<file path="src/rtl/psum_lane_packer.sv">
// Packs serial WIDTH-bit partial products into LANES-wide vectors via a ping-pong bank pair.
// Optional PACKER_FLUSH_EN adds in_flush/out_lanes so a partial vector can be closed early.
module psum_lane_packer #(
  parameter int LANES = 8,
  parameter int WIDTH = 17
) (
  input  logic                      clk,
  input  logic                      rst,
  input  logic                      in_valid,
  output logic                      in_ready,
  input  logic [WIDTH-1:0]          in_data,
  output logic                      out_valid,
  input  logic                      out_ready,
  output logic [LANES*WIDTH-1:0]    out_data
`ifdef PACKER_FLUSH_EN
  ,
  input  logic                      in_flush,
  output logic [$clog2(LANES):0]    out_lanes
`endif
);

  localparam int IDX_W = $clog2(LANES);
  localparam int CNT_W = IDX_W + 1;

  logic [WIDTH-1:0] bank_q [2][LANES];
  logic [1:0]       full_q, full_d;
  logic             wr_bank_q, wr_bank_d;
  logic             rd_bank_q, rd_bank_d;
  logic [IDX_W-1:0] lane_cnt_q, lane_cnt_d;

  logic accept;
  logic drain;
  logic last_lane;
  logic flush_close;
  logic close_vec;

  // Both handshake outputs come from registers only; no out_ready -> in_ready path.
  assign in_ready  = !full_q[wr_bank_q];
  assign out_valid = full_q[rd_bank_q];
  assign accept    = in_valid && in_ready;
  assign drain     = out_valid && out_ready;
  assign last_lane = (lane_cnt_q == IDX_W'(LANES - 1));

`ifdef PACKER_FLUSH_EN
  assign flush_close = in_flush && (accept || (lane_cnt_q != '0)) && !(accept && last_lane);
`else
  assign flush_close = 1'b0;
`endif

  assign close_vec = (accept && last_lane) || flush_close;

  // Close and drain always hit different banks, so both updates can apply together.
  always_comb begin
    full_d     = full_q;
    wr_bank_d  = wr_bank_q;
    rd_bank_d  = rd_bank_q;
    lane_cnt_d = lane_cnt_q;
    if (accept) begin
      lane_cnt_d = lane_cnt_q + 1'b1;
    end
    if (close_vec) begin
      full_d[wr_bank_q] = 1'b1;
      wr_bank_d         = !wr_bank_q;
      lane_cnt_d        = '0;
    end
    if (drain) begin
      full_d[rd_bank_q] = 1'b0;
      rd_bank_d         = !rd_bank_q;
    end
  end

  always_ff @(posedge clk) begin
    if (rst) begin
      full_q     <= '0;
      wr_bank_q  <= 1'b0;
      rd_bank_q  <= 1'b0;
      lane_cnt_q <= '0;
    end else begin
      full_q     <= full_d;
      wr_bank_q  <= wr_bank_d;
      rd_bank_q  <= rd_bank_d;
      lane_cnt_q <= lane_cnt_d;
    end
  end

  // Lane 0 write clears the rest of the bank so short (flushed) vectors read zero above.
  always_ff @(posedge clk) begin
    if (rst) begin
      for (int b = 0; b < 2; b++) begin
        for (int l = 0; l < LANES; l++) begin
          bank_q[b][l] <= '0;
        end
      end
    end else if (accept) begin
      for (int l = 0; l < LANES; l++) begin
        if (lane_cnt_q == IDX_W'(l)) begin
          bank_q[wr_bank_q][l] <= in_data;
        end else if (lane_cnt_q == '0) begin
          bank_q[wr_bank_q][l] <= '0;
        end
      end
    end
  end

  for (genvar gi = 0; gi < LANES; gi++) begin : g_out_lane
    assign out_data[WIDTH*gi +: WIDTH] = bank_q[rd_bank_q][gi];
  end

`ifdef PACKER_FLUSH_EN
  logic [CNT_W-1:0] lanes_q [2];

  always_ff @(posedge clk) begin
    if (rst) begin
      lanes_q[0] <= '0;
      lanes_q[1] <= '0;
    end else if (close_vec) begin
      lanes_q[wr_bank_q] <= {1'b0, lane_cnt_q} + CNT_W'(accept);
    end
  end

  assign out_lanes = lanes_q[rd_bank_q];
`endif

endmodule

</file>
<file path="config.mk">
export PLATFORM = sky130hd
export DESIGN_NAME = psum_lane_packer
export DESIGN_NICKNAME = d
export VERILOG_FILES = /design/src/rtl/psum_lane_packer.sv
export SDC_FILE = /design/constraint.sdc
export NUM_CORES = 1
export LEC_CHECK = 0
export BUFFER_PORTS_ARGS = -buffer_cell sky130_fd_sc_hd__clkbuf_2
export CAP_MARGIN = 0
export CORE_MARGIN = 2
export CORE_UTILIZATION = 50
export DETAILED_ROUTE_END_ITERATION = 7
export GPL_ROUTABILITY_DRIVEN = 0
export MAX_ROUTING_LAYER = met4
export PLACE_DENSITY_LB_ADDON = 0.05
export SETUP_SLACK_MARGIN = 0.1
export SYNTH_ARGS = -nofsm -noshare
export SYNTH_HDL_FRONTEND = slang
export SYNTH_SLANG_ARGS = --single-unit
export TNS_END_PERCENT = 20
</file>
<file path="constraint.sdc">
create_clock -name clk -period 6.09 [get_ports clk]
set_input_delay 0.3045 -clock clk [delete_from_list [all_inputs] [get_ports clk]]
set_output_delay 0.3045 -clock clk [all_outputs]
set_load 0.01 [all_outputs]
</file>
==> run metrics <==
Critical Path RT 5.79 ns; Tmin final 3.351 ns; Pwr Density 307.7 nW/um^2; most common cell in the netlist edfxtp_1; DR iter-0 viols between 700 and 800; Clock Tree Root clkbuf_16; starting density of the core 50.51%; hold endpoint full_q[0]; hold wc startpoint out_ready; CTS resizes 0; CP max FO 75; area leader, netlist edfxtp_1; clock buffer depth 3; average size of a mapped cell 14.36 um^2; drt first pass iters 5; share of the synthesized area in the top cell type 67.08%; cell count after placement 1283; number of flops mapped to enable cells by yosys 272; Post-route DRC 0; Synth warnings 0; # port buffers ~160; most frequent cells after synthesis edfxtp_1 (272), mux2_2 (137), nor2_1 (126), and3_1 (121); Die Height 160.1 um; Slowest-stage cell, CP buf_4; vias in the first global route 7293; CTS tree built; HP Class primary input to register; ANT cells 0; H-tree level count 1; cell area after synthesis 12180 um^2; Seq/Total Area, Yosys 68.39%; Primary FF master, synth edfxtp_1; drt wl/cell 24.90 um; Max-Cap Viols 0; grt total ovfl 0; Clock Latency Late Sink between 0.5 and 0.6 ns; site row count between 50 and 60; largest net degree at the start of global routing between 70 and 80; Worst R2R End bank_q[1][65]; fin. max-slew vios 0; Worst Max-Slew Pin Slew 1.053 ns; Final Hold Vio Count 0; hold depth 4; Synth area leaders edfxtp_1 (67%), mux2_2 (13%), and3_1 (6.2%); initial antenna violation count 2; skew final around 0.0079 ns; Synthesized Nets 875; Setup-failing EPs final 0; Routed Antenna Nets 0; vias 7532; leakage approximately 6.1 nW; nets 1017; Die X-Extent approximately 160 um; fmax 0.2985 GHz; setup bufs post-CTS 0; Vias/cell 5.638; cts bufs inserted 29; CTS clk-pin slew, worst paths 0.06 ns; worst vdd ir 0.0002249 V; Post-Synthesis Cells 848; Worst Setup Start Kind register; layout cell share with drive strength beyond 1 about a third; Slew HR 29.77%; first-pass GRT wire length about 48000 um; Routed WL 33270 um; Critical Path Max Stage Delay 0.92 ns; Ports 159; R2R Path Start lane_cnt_q[0]; final period utilization 55.02%; setup TNS 0 ns; run status completed; kind of critical path register to primary output; clock sink total 280; Yosys cell types 34; non-filler cells, final 1336; Tot GR Track Use 26.38%; dpl hpwl 19360 um; Area Growth Syn to Fin 15.57%; r2r worst-path depth 6; hold buffers post-CTS 0; Die Area 25620 um^2; CP Cell Sequence buf_4 > mux2_2 > clkbuf_2; core area 24110 um^2; R2R setup slack 3.13 ns; FFs w/ async S/R, synth 0%; Yosys reg bits 280; Critical Path End Type primary output; Worst EP arrival 3.05 ns; unrepaired setup endpoints after global routing false
==> power by group <==
group	switching, W	internal [W]	leakage [nW]
Clock	0.000727	0.000959	0.437
Combinational	0.000269	0.000121	2.73
Sequential	0.0000265	0.00223	2.94
==> through the flow <==
stage | instance area, um^2 | power (W) | utilization [%] | hold WS, ns | setup WS (ns)
after floorplan | 12180 | 0.002496 | - | 0.4826 | 3.820
after global placement | 13190 | 0.002680 | 54.70 | 0.5064 | 3.149
after detailed placement | 13190 | 0.002684 | 54.70 | 0.5235 | 3.107
after CTS | 14070 | 0.004336 | 58.38 | 0.1408 | 2.732
after global routing | 14070 | 0.004444 | 58.38 | 0.1815 | 2.599
final | 14070 | 0.004329 | 58.38 | 0.1620 | 2.739
==> flip-flops by register name, summed over array words and instances (netlist names), named ones only <==
name        cells
lane_cnt_q      3
wr_bank_q       1
rd_bank_q       1
full_q          2
bank_q        272
==> logic make-up (layout without fill, tap and decap cells) <==
logic type	count (synthesis)	after routing	share of synthesized area [%]
DFF	280	280	68.39
muxes	138	138	12.79
buffers and inverters	66	230	2.548
AOI/OAI and AO/OA	30	30	1.634
adders and majority gates	6	6	0.6165
and+or+nand+nor	328	328	14.02
==> worst max path at each step <==
stage                       start       endpoint  slack [ns]  cells past startpoint
floorplan           lane_cnt_q[0]  bank_q[0][17]        3.82                      6
global placement              rst  bank_q[1][52]        3.15                      5
detailed placement            rst  bank_q[1][51]        3.11                      5
CTS                      register   out_data[45]        2.73                      3
global route             register   out_data[45]        2.60                      3
finish                   register   out_data[45]        2.74                      3
==> worst max-delay path: cells and delay by family, from the launching register on <==
kind     cells  cell delay [ns]
buf+inv      2             1.06
flops        1             0.91
mux          1             0.46
==> metal layers <==
layer | track usage (%) | up-vias | routed length, um
met3 | 4.961 | 61 | 2808
met1 | 36.48 | 3723 | 14060
met5 | - | - | 0
met2 | 40.34 | 346 | 15440
li1 | - | 3402 | -
met4 | 7.494 | 0 | 957
==> final cells by class <==
cell class                      count  area (um^2)
Fill cell                        2043        10030
Multi-Input combinational cell    502         3541
Timing Repair Buffer              170        880.8
Clock buffer                       37        755.7
Tap cell                          324        405.4
Inverter                            7        26.28
Sequential cell                   280         8332
Clock inverter                     16        131.4
==> placed cells by master, fill, tap and decap left out, types with 6 or more instances in the layout <==
cell       netlist  layout
clkbuf_16        0      29
nand2_1         21      20
and2_1          34      34
clkbuf_1        34       8
o21bai_1         9       9
a21oi_1          8       8
buf_4            0      12
nor2_1         126     126
nand2b_1         6       6
mux2_2         137     137
clkinv_2         0       8
edfxtp_1       272     272
clkbuf_2        11     158
and3_1         121     121
dfxtp_1          8       7
ha_1             6       6
No activity file was read; power rests on OpenSTA's default activity.
